==> config.mk <==
export PLATFORM = sky130hd
export DESIGN_NAME = window_serializer
export DESIGN_NICKNAME = d
export VERILOG_FILES = /design/src/rtl/window_serializer.sv
export SDC_FILE = /design/constraint.sdc
export NUM_CORES = 1
export LEC_CHECK = 0
export CAP_MARGIN = 30
export CORE_AREA = 2 2 59 83
export CTS_CLUSTER_SIZE = 24
export DETAILED_ROUTE_END_ITERATION = 6
export DIE_AREA = 0 0 61 85
export HOLD_SLACK_MARGIN = 0.02
export PLACE_DENSITY = 0.61
export SLEW_MARGIN = 5
export SYNTH_ARGS = -nofsm -noshare
export SYNTH_HDL_FRONTEND = slang
export SYNTH_SLANG_ARGS = --single-unit
==> constraint.sdc <==
create_clock -name clk -period 4.8 [get_ports clk]
set_input_delay 0.96 -clock clk [delete_from_list [all_inputs] [get_ports clk]]
set_output_delay 0.96 -clock clk [all_outputs]
set_load 0.01 [all_outputs]
==> src/rtl/window_serializer.sv <==
// Window serializer: loads one bits*N window, streams samples oldest-first.
// Optional SER_SKID_EN adds a second window buffer for bubble-free reloads.
module window_serializer #(
  parameter int bits = 8,
  parameter int N    = 3
) (
  input  logic              clk,
  input  logic              rst,
  input  logic              in_valid,
  output logic              in_ready,
  input  logic [bits*N-1:0] in_data,
  output logic              out_valid,
  input  logic              out_ready,
  output logic [bits-1:0]   out_data,
  output logic              out_last
);

  if (N < 2) begin : g_cfg_err
    $error("window_serializer: N must be >= 2");
  end

  localparam int CW = (N < 2) ? 1 : $clog2(N);
  localparam logic [CW-1:0] LastIdx = CW'(N - 1);

  typedef enum logic {
    IDLE  = 1'b0,
    SHIFT = 1'b1
  } state_t;

  state_t              r_state, w_state_nxt;
  logic [CW-1:0]       r_cnt, w_cnt_nxt;
  logic [bits*N-1:0]   r_data, w_data_nxt;
  logic [bits-1:0]     r_out_data;
  logic                r_out_last;
  logic [bits-1:0]     w_slice;
  logic                w_load;
  logic                w_beat;
  logic                w_done;

`ifdef SER_SKID_EN
  logic [bits*N-1:0]   r_buf, w_buf_nxt;
  logic                r_pend, w_pend_nxt;

  assign in_ready = !r_pend;
`else
  assign in_ready = (r_state == IDLE);
`endif

  assign w_load    = in_valid && in_ready;
  assign w_beat    = (r_state == SHIFT) && out_ready;
  assign w_done    = w_beat && (r_cnt == '0);
  assign out_valid = (r_state == SHIFT);
  assign out_data  = r_out_data;
  assign out_last  = r_out_last;

  always_comb begin
    w_state_nxt = r_state;
    w_cnt_nxt   = r_cnt;
    w_data_nxt  = r_data;
`ifdef SER_SKID_EN
    w_buf_nxt   = r_buf;
    w_pend_nxt  = r_pend;
`endif
    unique case (r_state)
      IDLE: begin
        if (w_load) begin
          w_data_nxt  = in_data;
          w_cnt_nxt   = LastIdx;
          w_state_nxt = SHIFT;
        end
      end
      SHIFT: begin
`ifdef SER_SKID_EN
        if (w_done) begin
          // Buffered window takes over on the same edge as the last beat.
          if (r_pend) begin
            w_data_nxt = r_buf;
            w_cnt_nxt  = LastIdx;
            w_pend_nxt = 1'b0;
          end else if (w_load) begin
            w_data_nxt = in_data;
            w_cnt_nxt  = LastIdx;
          end else begin
            w_state_nxt = IDLE;
          end
        end else begin
          if (w_beat) w_cnt_nxt = r_cnt - 1'b1;
          if (w_load) begin
            w_buf_nxt  = in_data;
            w_pend_nxt = 1'b1;
          end
        end
`else
        if (w_done) w_state_nxt = IDLE;
        else if (w_beat) w_cnt_nxt = r_cnt - 1'b1;
`endif
      end
      default: w_state_nxt = IDLE;
    endcase
  end

  assign w_slice = w_data_nxt[bits*int'(w_cnt_nxt) +: bits];

  always_ff @(posedge clk or negedge rst) begin
    if (!rst) begin
      r_state    <= IDLE;
      r_cnt      <= '0;
      r_data     <= '0;
      r_out_data <= '0;
      r_out_last <= 1'b0;
    end else begin
      r_state    <= w_state_nxt;
      r_cnt      <= w_cnt_nxt;
      r_data     <= w_data_nxt;
      r_out_data <= (w_state_nxt == SHIFT) ? w_slice : '0;
      r_out_last <= (w_state_nxt == SHIFT) && (w_cnt_nxt == '0);
    end
  end

`ifdef SER_SKID_EN
  always_ff @(posedge clk or negedge rst) begin
    if (!rst) begin
      r_buf  <= '0;
      r_pend <= 1'b0;
    end else begin
      r_buf  <= w_buf_nxt;
      r_pend <= w_pend_nxt;
    end
  end
`endif

endmodule
==> results of run 1 <==
[final cells by class]
type,instances,area [um2],share of cell area (%)
Timing Repair Buffer,39,388,18.3
Clock buffer,6,82.6,3.89
Inverter,5,18.8,0.884
Tap cell,62,77.6,3.65
Clock inverter,2,10.0,0.471
Multi-Input combinational cell,78,646,30.4
Sequential cell,36,901,42.4
[flip-flops by register name (all words and copies together) (netlist names)]
name,flops
out_data,8
r_data,24
r_cnt,2
out_last,1
out_valid,1
[worst reg2reg max path: cells and delay by family (launching register included)]
| kind | cells | cell delay, ps |
|---|---|---|
| compound gates | 2 | 680 |
| flops | 1 | 450 |
| simple gates | 2 | 420 |
| fa+ha+maj | 1 | 210 |
| buf+inv | 1 | 110 |
[per-stage QoR]
stage	cell area [um2]	total power [mW]	std cells	hold WS [ps]	setup WS [ps]
2_1_floorplan	1620	0.961	124	462	2950
3_3_place_gp	2030	1.14	220	481	2130
3_5_place_dp	2030	1.16	220	488	2060
4_1_cts	2120	1.39	228	502	2340
5_1_grt	2120	1.47	228	513	2220
6_report	2120	1.37	228	497	2340
[cells by family after synthesis]
kind of cell               count (synthesis)  share of synthesized area [%]
adders and majority gates                  1                          0.774
DFF                                       36                           55.8
AOI/OAI and AO/OA                         17                           9.22
buffers and inverters                     10                           4.26
and+or+nand+nor                           35                           11.7
muxes                                     25                           18.3
[cell usage after synthesis, drive strengths merged]
library cell,n
a221o,1
a32oi,8
mux2i,1
o22ai,1
and4bb,1
ha,1
dfrtp,36
nand2b,10
o21ba,1
or2,1
nor2,3
inv,5
and3b,1
a31oi,1
nand2,18
mux2,24
a211oi,1
and2,1
buf,5
a21oi,1
o21ai,3
[power by group through the flow]
stage          Sequential (mW)  Clock, mW  Combinational (mW)
2_1_floorplan            0.532          0               0.428
3_3_place_gp             0.535          0               0.600
3_5_place_dp             0.544          0               0.620
4_1_cts                  0.539      0.226               0.624
5_1_grt                  0.554      0.236               0.676
6_report                 0.536      0.217               0.616
[worst paths after layout]
path,endpoint,slack [ps]
worst max-delay path,out_data[3]$_DFF_PN0_,2340
worst min-delay path,r_data[21]$_DFF_PN0_,500
worst max register to register,out_data[3]$_DFF_PN0_,2770
worst min register to register,r_data[21]$_DFF_PN0_,500
max in group asynchronous,r_data[13]$_DFF_PN0_,3380
min in group asynchronous,out_last$_DFF_PN0_,1100
[layer usage]
| layer | part of all wire, % | global-route usage [%] | vias to the layer above |
|---|---|---|---|
| met5 | 0 | 0 | - |
| met4 | 2.3 | 8.10 | 0 |
| met3 | 5.3 | 4.27 | 6 |
| met2 | 52 | 23.8 | 32 |
| met1 | 40 | 15.4 | 547 |
| li1 | - | - | 513 |
==> results list, run 1 <==
* Final setup viols: 0
- The first TritonRoute pass finished after 4 iterations.
* Net total in the final layout: 194
* Areal power density over the cells: 645 nW/um2
- DRC violations left: 0
* Portion of synthesized cell area occupied by the leading cell type: 55.8%
* R2r worst-path depth: 6
- Count of maximum capacitance violations: 0
- Per report_power, the clock group accounts for 15.9% of the total.
* Clock tree from TritonCTS: built
- After detailed routing, the total wire length is 3330 um.
- Core Rows: 29
- A synthesized cell averages 13.0 um2.
* Syn Nets: 153
* Final worst path period share: 51.2%
- The die is 61 um wide.
- Flops & latches, synth: 36
- Antenna violation net count after detailed routing: 0
- The floorplan step set the die height to 85 um.
- For the finished layout, the period the worst path requires is 2460 ps.
- The final number of max-transition violations is 0.
- Transition time at the pin with the least slew margin: 773 ps
* FMAX: 0.407 GHz
- The startpoint identified for the worst hold timing path is r_data[21]$_DFF_PN0_.
* Sequential share of power: 39.1%
- Setup repair after global routing missed its margin: false
* Layout area overhead: 31.4%
* Effective utilization at floorplan: 36.2%
- I/O pin count: 39
- The clock drives 36 sinks.
* Quantity of hold-fixing buffers added after cts: 0
- Gpl congestion: 0.720
* Initial antenna violation count: 0
* Post-CTS Repair Setup Buffers: 0
- For the worst-skew pair, the clock arrives at the later sink with an insertion delay of 280 ps.
- Vias per Instance: 4.82
- Crit-path slowest cell: sky130_fd_sc_hd__o21ai_0
- First-pass GRT wire length: 5340 um
- Sequential elements use 55.8% of the synthesized area.
- Final-layout fill cell count: 431
* Switching part of the total: 34.1%
- Clock edge transition at the registers on the reported setup and hold paths: 70 ps
* Static leakage: 0.921 nW
* Biggest area consumer among synthesized cells: sky130_fd_sc_hd__dfrtp_1
- After routing, the total negative slack on setup checks comes to 0 ps.
- Of the cells placed in the final design, the portion with a size suffix greater than 1 is 24.1%.
* Gr ovfl total: 0
- In this run the worst hold path is classified as reg -> reg.
- Together, buffers and inverters on the worst path number 1.
- Routed WL per cell: 14.6 um
* Internal power consumption: 0.902 mW
- Sorting the synthesized cells by area gives the leading types as sky130_fd_sc_hd__dfrtp_1 56%, sky130_fd_sc_hd__mux2_2 13%, sky130_fd_sc_hd__a32oi_1 4.3%, sky130_fd_sc_hd__nand2_1 4.2%, sky130_fd_sc_hd__mux2_4 3.7%.
* Combinational share of power: 45.0%
- In the layout the commonest cells are 38 x sky130_fd_sc_hd__clkdlybuf4s50_1, 36 x sky130_fd_sc_hd__dfrtp_1, 19 x sky130_fd_sc_hd__mux2_2.
- The root buffer cell chosen for the clock tree is sky130_fd_sc_hd__clkbuf_8.
- The most critical setup path has its startpoint at out_ready.
- Total routing resource utilization after global routing: 14.2%
- Final count of hold timing violations: 0
- The mapped netlist covers 1620 um2.
- STA classifies the critical path endpoint as a register.
* Data required, critical path: 4920 ps
* Status: finished, final reports clean
* Peak supply drop: 216 uV
* Worst flop-to-flop path startpoint: r_cnt[0]$_DFF_PN0_
- Via count: 1098
- Clock tree synthesis inserted a total of 5 buffers.
- Resized Gates After CTS: 0
- Yosys printed 0 warnings.
* Die Footprint: 5190 um2
- Max transition margin: 47.9%
- Crit-path max cell delay: 620 ps
- Count of distinct cell types in the synthesized netlist: 26
- The worst setup path is of the in -> reg kind.
* PortBufs: 38
- The cell family contributing the most delay on the critical path is compound AO/OA/AOI/OAI gates.
* Vias in the first global route: 1164
* Instance count of the mapped netlist: 124
- Number of levels the H-tree was split into: 2
* Leading cell type in the layout, fill and taps excluded: sky130_fd_sc_hd__clkdlybuf4s50_1
- Arrival time of the worst setup path: 2580 ps
* Floorplan Core Area: 4460 um2
- CTS Buffer Depth: 2
- Once detailed placement completed, the half-perimeter wirelength came to 2370 um.
- Cells along the critical path: clkdlybuf4s50_1 -> and3b_2 -> o21ai_0 -> nand2b_1 -> a32oi_1
* Switching power: 0.467 mW
- Clock tree skew after final layout: 4.90 ps
* Kind of start point of the critical path: primary input
- The repair_antennas step left the layout with diodes totalling 0.
- Peak fanout along the critical path: 8
- Along the worst hold path, the cell count comes to 1.
- The detailed router finished its first iteration with 17 violations.
* Largest net degree at the start of global routing: 37
- At the end of the flow the core is filled with cells to 47.6%.
- Counting buffers and inverters, the worst setup path is 5 cells deep.
Note: power is estimated with default switching activity, not from simulation.
==> run 2, diff against run 1 <==
- clock period: 4.8 -> 2.4 ns (I/O delays scaled with it)
==> results list, run 2 (synthesis gave the netlist of run 1 again) <==
- The summed area of non-filler cells in the final layout was 2130 um2 (+0.53%).
* Worst setup path startpoint: r_cnt[0]$_DFF_PN0_
- The number of maximum-capacitance constraint violations was 0 (unchanged).
* CTS Buf Count: 5 (unchanged)
- The final number of max-transition violations was 0 (unchanged).
- The number of remaining DRC errors was 0 (unchanged).
* Post-detailed-placement half-perimeter wirelength: 2300 um (-3.1%)
- The maximum count of clock buffers along a single path came to 2 (unchanged).
- Die W: 61 um (unchanged)
- Leaving out fill and tap cells, the most frequent cell in the layout is sky130_fd_sc_hd__clkdlybuf4s50_1.
- The worst hold path begins at r_data[21]$_DFF_PN0_.
- STA classifies the critical path endpoint as a register.
- The leakage power total came to 0.925 nW (+0.45%).
* Number of levels the H-tree was split into: 2 (unchanged)
- The post-route core utilization came to 47.8% (+0.25 points).
* First-pass GRT wire length: 5390 um (+0.90%)
- The final hold violation count was 0 (unchanged).
- Layout cells sized above 1: 24.1% (unchanged)
- Status: finished, final reports clean
- The library cells used most frequently in the layout, excluding fill and tap cells, are 38 x sky130_fd_sc_hd__clkdlybuf4s50_1, 36 x sky130_fd_sc_hd__dfrtp_1, 19 x sky130_fd_sc_hd__mux2_2.
- Via count: 1077 (-1.9%)
* Clock root cell: sky130_fd_sc_hd__clkbuf_8
- The cell family contributing the most delay on the critical path is compound AO/OA/AOI/OAI gates.
- Resized Gates After CTS: 0 (unchanged)
- The cell count of the worst hold path is 1 (unchanged).
- The via count of the first global-routing pass was 1112 (-4.5%).
- The number of antenna violations at the first check in global routing is 0 (unchanged).
* Final setup viols: 0 (unchanged)
* Gr ovfl total: 0 (unchanged)
- The maximum fanout along the worst path was 9 (+1).
- The initial core utilization is 36.2% (unchanged).
* Largest net degree at the start of global routing: 37 (unchanged)
- The per-cell via count in the routed design was 4.72 (-1.9%).
- Static timing analysis puts the maximum clock frequency at 0.512 GHz.
- Floorplan Core Area: 4460 um2 (unchanged)
- R2r worst-path depth: 6 (unchanged)
- The net switching power figure came to 0.930 mW (+99%).
- The clock latency on the worst-skew pair came to 280 ps (about the same).
- Counting flops per register, the top entry is r_data.
- The critical path goes through inv_1 -> ha_1 -> nand2b_1 -> mux2i_1 -> o22ai_2 -> a32oi_1.
- Worst flop-to-flop path startpoint: r_cnt[0]$_DFF_PN0_
- Gpl congestion: 0.770 (+7.0%)
- Kind of start point of the critical path: register
* Non-Filler Instances: 228 (unchanged)
- The number of nets in the layout came to 195 (+0.52%).
- After layout, the worst path uses 81.4% of the clock period.
- The per-cell routed wire length is 14.4 um (-1.3%).
* Number of gates on the worst path with buffers counted: 6 (+1)
* Crit path time final: 1950 ps
- The worst hold path belongs to the class reg -> reg.
- Clk sinks: 36 (unchanged)
- Max transition margin: 59.3% (+11 points)
- The largest individual stage delay along the critical path comes from the cell sky130_fd_sc_hd__dfrtp_1.
- The placed instance area came to 2040 um2 (+0.37%).
- Layout area overhead: 32.1%
- The number of buffers added on ports came to 38 (unchanged).
* Clock tree from TritonCTS: built
* Data required, critical path: 2530 ps (-2390 ps)
- Quantity of hold-fixing buffers added after cts: 0 (unchanged)
- Number of antenna diodes: 0 (unchanged)
- Peak supply drop: 428 uV (+98%)
* Placed Instances: 221 (+0.45%)
- Die Y: 85 um (unchanged)
* Switching part of the total: 33.5% (-0.56 points)
- The routed wire length was 3280 um (-1.3%).
* Transition time at the pin with the least slew margin: 606 ps (-167 ps)
* Sequential share of power: 38.6% (-0.5 points)
- Initial DRC Count: 14 (-3)
- The worst endpoint data arrival time was 2080 ps (-500 ps).
- The total negative setup slack is 0 ps (unchanged).
- Core Rows: 29 (unchanged)
* Setup repair after global routing missed its margin: false
* Class of the most critical setup path: reg -> reg
- I/O pin count: 39 (unchanged)
- The maximum clock skew at final layout is 8.70 ps (+3.79 ps).
- Flip-flop count of the largest register after layout: 24 (unchanged)
- The length of the first detailed-routing pass in iterations came to 4 (unchanged).
- Areal power density over the cells: 1300 nW/um2 (+100%)
- The buffer and inverter count on the worst path is 1 (unchanged).
- Clock edge transition at the registers on the reported setup and hold paths: 70 ps (about the same)
- The delay of the slowest critical-path stage came to 480 ps (-140 ps).
* Internal power consumption: 1.84 mW (+100%)
* Die Footprint: 5190 um2 (unchanged)
* Post-CTS Repair Setup Buffers: 0 (unchanged)
- The combinational share of power is 44.9% (about the same).
- The clock group share of total power came to 16.5% (+0.6 points).
- Total routing resource utilization after global routing: 14.1% (-0.15 points)
* Antenna violation net count after detailed routing: 0 (unchanged)
run 2: changes by cell type in the layout (fill, tap and decap cells not counted), sizes merged:
cell | before | now
clkbuf | 6 | 7
clkinv | 2 | 0
buf | 1 | 2
run 2: path summary, 6_finish.rpt:
path,to,slack (ps)
max,out_data[5]$_DFF_PN0_,450
min,r_data[21]$_DFF_PN0_,500
max reg2reg,out_data[5]$_DFF_PN0_,450
min reg2reg,r_data[21]$_DFF_PN0_,500
max in group asynchronous,r_data[23]$_DFF_PN0_,1460
min in group asynchronous,out_last$_DFF_PN0_,610
run 2: layout make-up:
cell class | instances | area [um2]
inverters | 5 | 18.8
flip-flops and latches | 36 | 901
multi-input cells | 78 | 646
fillers | 408 | 2330
well taps | 62 | 77.6
repair buffers | 40 | 395
clock buffers | 7 | 96.3
run 2: per-layer routing:
metal	vias to the layer above	global-route usage [%]	wire length, um
met5	-	0	0
met3	2	3.96	144
met2	23	22.7	1730
met1	535	17.3	1360
li1	517	-	-
met4	0	5.93	44
run 2: worst register-to-register path, delay by kind of cell, from the launching register on:
kind            cells  cell delay [ps]
compound gates      2              570
flops               1              480
simple gates        1              250
fa+ha+maj           1              240
mux                 1              180
buf+inv             1               90
run 2: power by group through the flow:
stage               Combinational (mW)  Clock, mW  Sequential, mW
finish                            1.25      0.459            1.07
detailed placement                1.25          0            1.08
floorplan                        0.857          0            1.06
global route                      1.38      0.496            1.11
global placement                  1.22          0            1.07
CTS                               1.26      0.469            1.07
run 2: stage by stage:
step | hold WS, ps | worst slack (ps) | total power [mW]
finish | 499 | 447 | 2.77
global placement | 479 | 317 | 2.29
detailed placement | 483 | 241 | 2.34
floorplan | 184 | 731 | 1.92
global route | 516 | 306 | 2.98
CTS | 503 | 428 | 2.81
==> run 3, diff against run 2 <==
- clock period: 2.4 -> 2.05 ns (I/O delays scaled with it)
==> results list, run 3 (synthesis gave the netlist of run 1 again) <==
- The flow ran to the end, and the final reports show no timing, DRC or antenna violations.
- The final hold violation count was 0 (unchanged).
- The worst endpoint data arrival time came to 2050 ps (-30 ps).
- Static leakage: 0.925 nW (about the same)
* Flip-flop count of the largest register after layout: 24 (unchanged)
- Via count: 1103 (+2.4%)
- Most frequent cells in the layout: 38 x sky130_fd_sc_hd__clkdlybuf4s50_1, 36 x sky130_fd_sc_hd__dfrtp_1, 19 x sky130_fd_sc_hd__mux2_2
* Kind of start point of the critical path: register
- Quantity of hold-fixing buffers added after cts: 0 (unchanged)
* Clk sinks: 36 (unchanged)
- Layout Cell Area excl Fill: 2130 um2 (-0.18%)
- Antenna violation net count after detailed routing: 0 (unchanged)
- Effective utilization at floorplan: 36.2% (unchanged)
- The number of nets in the layout came to 197 (+1.0%).
* Cells along the critical path: inv_1 -> ha_1 -> nand2b_1 -> mux2i_1 -> o22ai_2 -> a32oi_1
* Number of antenna diodes: 0 (unchanged)
- The per-cell via count in the routed design is 4.80 (+1.5%).
- Clock edge transition at the registers on the reported setup and hold paths: 70 ps (about the same)
- The worst ir drop on vdd came to 428 uV (about the same).
- The placed instance area came to 2050 um2 (+0.74%).
* Worst flop-to-flop path startpoint: r_cnt[0]$_DFF_PN0_
- Clock tree from TritonCTS: built
- The clock latency on the worst-skew pair came to 280 ps (about the same).
- Final core utilization: 47.7% (-0.084 points)
- The area of the core was 4460 um2 (unchanged).
- Core Rows: 29 (unchanged)
- The maximum clock skew at final layout is 1.53 ps (-7.17 ps).
- Max transition margin: 56.4% (-2.9 points)
- The final-report setup violation count was 0 (unchanged).
- The number of remaining DRC errors is 0 (unchanged).
* Post-detailed-placement half-perimeter wirelength: 2330 um (+1.3%)
* Crit path time final: 1930 ps (-25.6 ps)
* Gr ovfl total: 0 (unchanged)
* Total routing resource utilization after global routing: 14.7% (+0.59 points)
* Crit-path slowest cell: sky130_fd_sc_hd__dfrtp_1
- The period utilization came to 94.0% (+13 points).
* Routed wire length: 3290 um (+0.12%)
- The power density of the placed cells was 1510 nW/um2 (+16%).
* Peak fanout along the critical path: 9 (unchanged)
- Gpl congestion: 0.764 (-0.79%)
* Worst setup path startpoint: r_cnt[0]$_DFF_PN0_
* Area taken by flip-flops and latches: 901 um2 (unchanged)
- The post-CTS setup buffer count came to 0 (unchanged).
- PortBufs: 38 (unchanged)
- First-pass GRT wire length: 5510 um (+2.3%)
- Routed WL per cell: 14.3 um (-0.75%)
* Capture point of the worst path: out_data[1]$_DFF_PN0_
* CTS Buffer Depth: 2 (unchanged)
- The number of antenna violations at the first check in global routing was 0 (unchanged).
* Vias in the first global route: 1178 (+5.9%)
- Nature of the critical path endpoint: register
- The data required time at the worst endpoint was 2170 ps (-360 ps).
* Crit-path max cell delay: 460 ps (-20 ps)
- Setup repair after global routing missed its margin: false
- The overall die area was 5190 um2 (unchanged).
* Transition time at the pin with the least slew margin: 650 ps (+43.6 ps)
* CTS Buf Count: 5 (unchanged)
- Die Y: 85 um (unchanged)
- The setup slack after layout was 123 ps (-324 ps).
* Resized Gates After CTS: 0 (unchanged)
- FMAX: 0.519 GHz (+1.3%)
- Largest net degree at the start of global routing: 37 (unchanged)
- The slack of the worst reg-to-reg path was 120 ps (-320 ps).
* Register ranked first by flip-flop count: r_data
* Min-Delay Path Class: reg -> reg
* Worst Hold Slack: 501 ps (+1.83 ps)
* Initial DRC Count: 32 (+18)
* Clock root cell: sky130_fd_sc_hd__clkbuf_8
- R2r worst-path depth: 6 (unchanged)
- Placement Setup Slack: -14.9 ps (-256 ps)
- Number of pins exceeding their max-slew limit in the final report: 0 (unchanged)
- The count of H-tree levels built during CTS is 2 (unchanged).
* Count of maximum capacitance violations: 0 (unchanged)
- The length of the first detailed-routing pass in iterations was 4 (unchanged).
- The boundary pin count is 39 (unchanged).
- The number of filler instances in the final layout was 428 (+4.9%).
* Footprint of the multi-input gates: 646 um2 (unchanged)
* Layout cells sized above 1: 24.4% (+0.31 points)
* Class of the most critical setup path: reg -> reg
- Leaving out fill and tap cells, the most frequent cell in the layout is sky130_fd_sc_hd__clkdlybuf4s50_1.
* Endpoint of the most critical register-to-register path: out_data[1]$_DFF_PN0_
* Die W: 61 um (unchanged)
- Layout area overhead: 31.9%
-- run 3: metal layers --
metal  global-route usage, %  up-vias  part of all wire (%)
li1                        -      517                     -
met1                    16.9      535                    39
met3                    2.90        7                   5.1
met5                       0        -                     0
met2                    24.4       44                    54
met4                    8.30        0                   2.7
-- run 3: final cells by class --
cell class / count / area share (%)
clock buffer: 6 / 3.41
inverter: 5 / 0.881
sequential: 36 / 42.3
timing repair buffer: 42 / 19.3
tap: 62 / 3.64
clock inverter: 1 / 0.235
multi-input combinational: 78 / 30.3
-- run 3: critical path: cells and delay by family (launching register included) --
family,cells,cell delay (ps)
compound gates,2,560
fa+ha+maj,1,240
buf+inv,1,90
flops,1,460
mux,1,180
simple gates,1,240
-- run 3: worst min path at each step --
stage / start / to / depth (start not counted)
floorplan: rst / out_data[0]$_DFF_PN0_ / 0
global placement: r_data[17]$_DFF_PN0_ / r_data[17]$_DFF_PN0_ / 1
detailed placement: r_data[20]$_DFF_PN0_ / r_data[20]$_DFF_PN0_ / 1
finish: r_data[21]$_DFF_PN0_ / r_data[21]$_DFF_PN0_ / 1
global route: r_data[23]$_DFF_PN0_ / r_data[23]$_DFF_PN0_ / 1
CTS: r_data[21]$_DFF_PN0_ / r_data[21]$_DFF_PN0_ / 1
-- run 3: metrics by stage --
step                TNS, ps  cells  power, mW
finish                    0    230       3.21
global route              0    230       3.46
CTS                       0    230       3.24
detailed placement    -16.8    223       2.76
global placement          0    223       2.72
floorplan                 0    124       2.25
-- run 3: power breakdown --
group / internal, mW / switching [mW]
Clock: 0.231 / 0.233
Combinational: 0.810 / 0.674
Sequential: 1.07 / 0.184
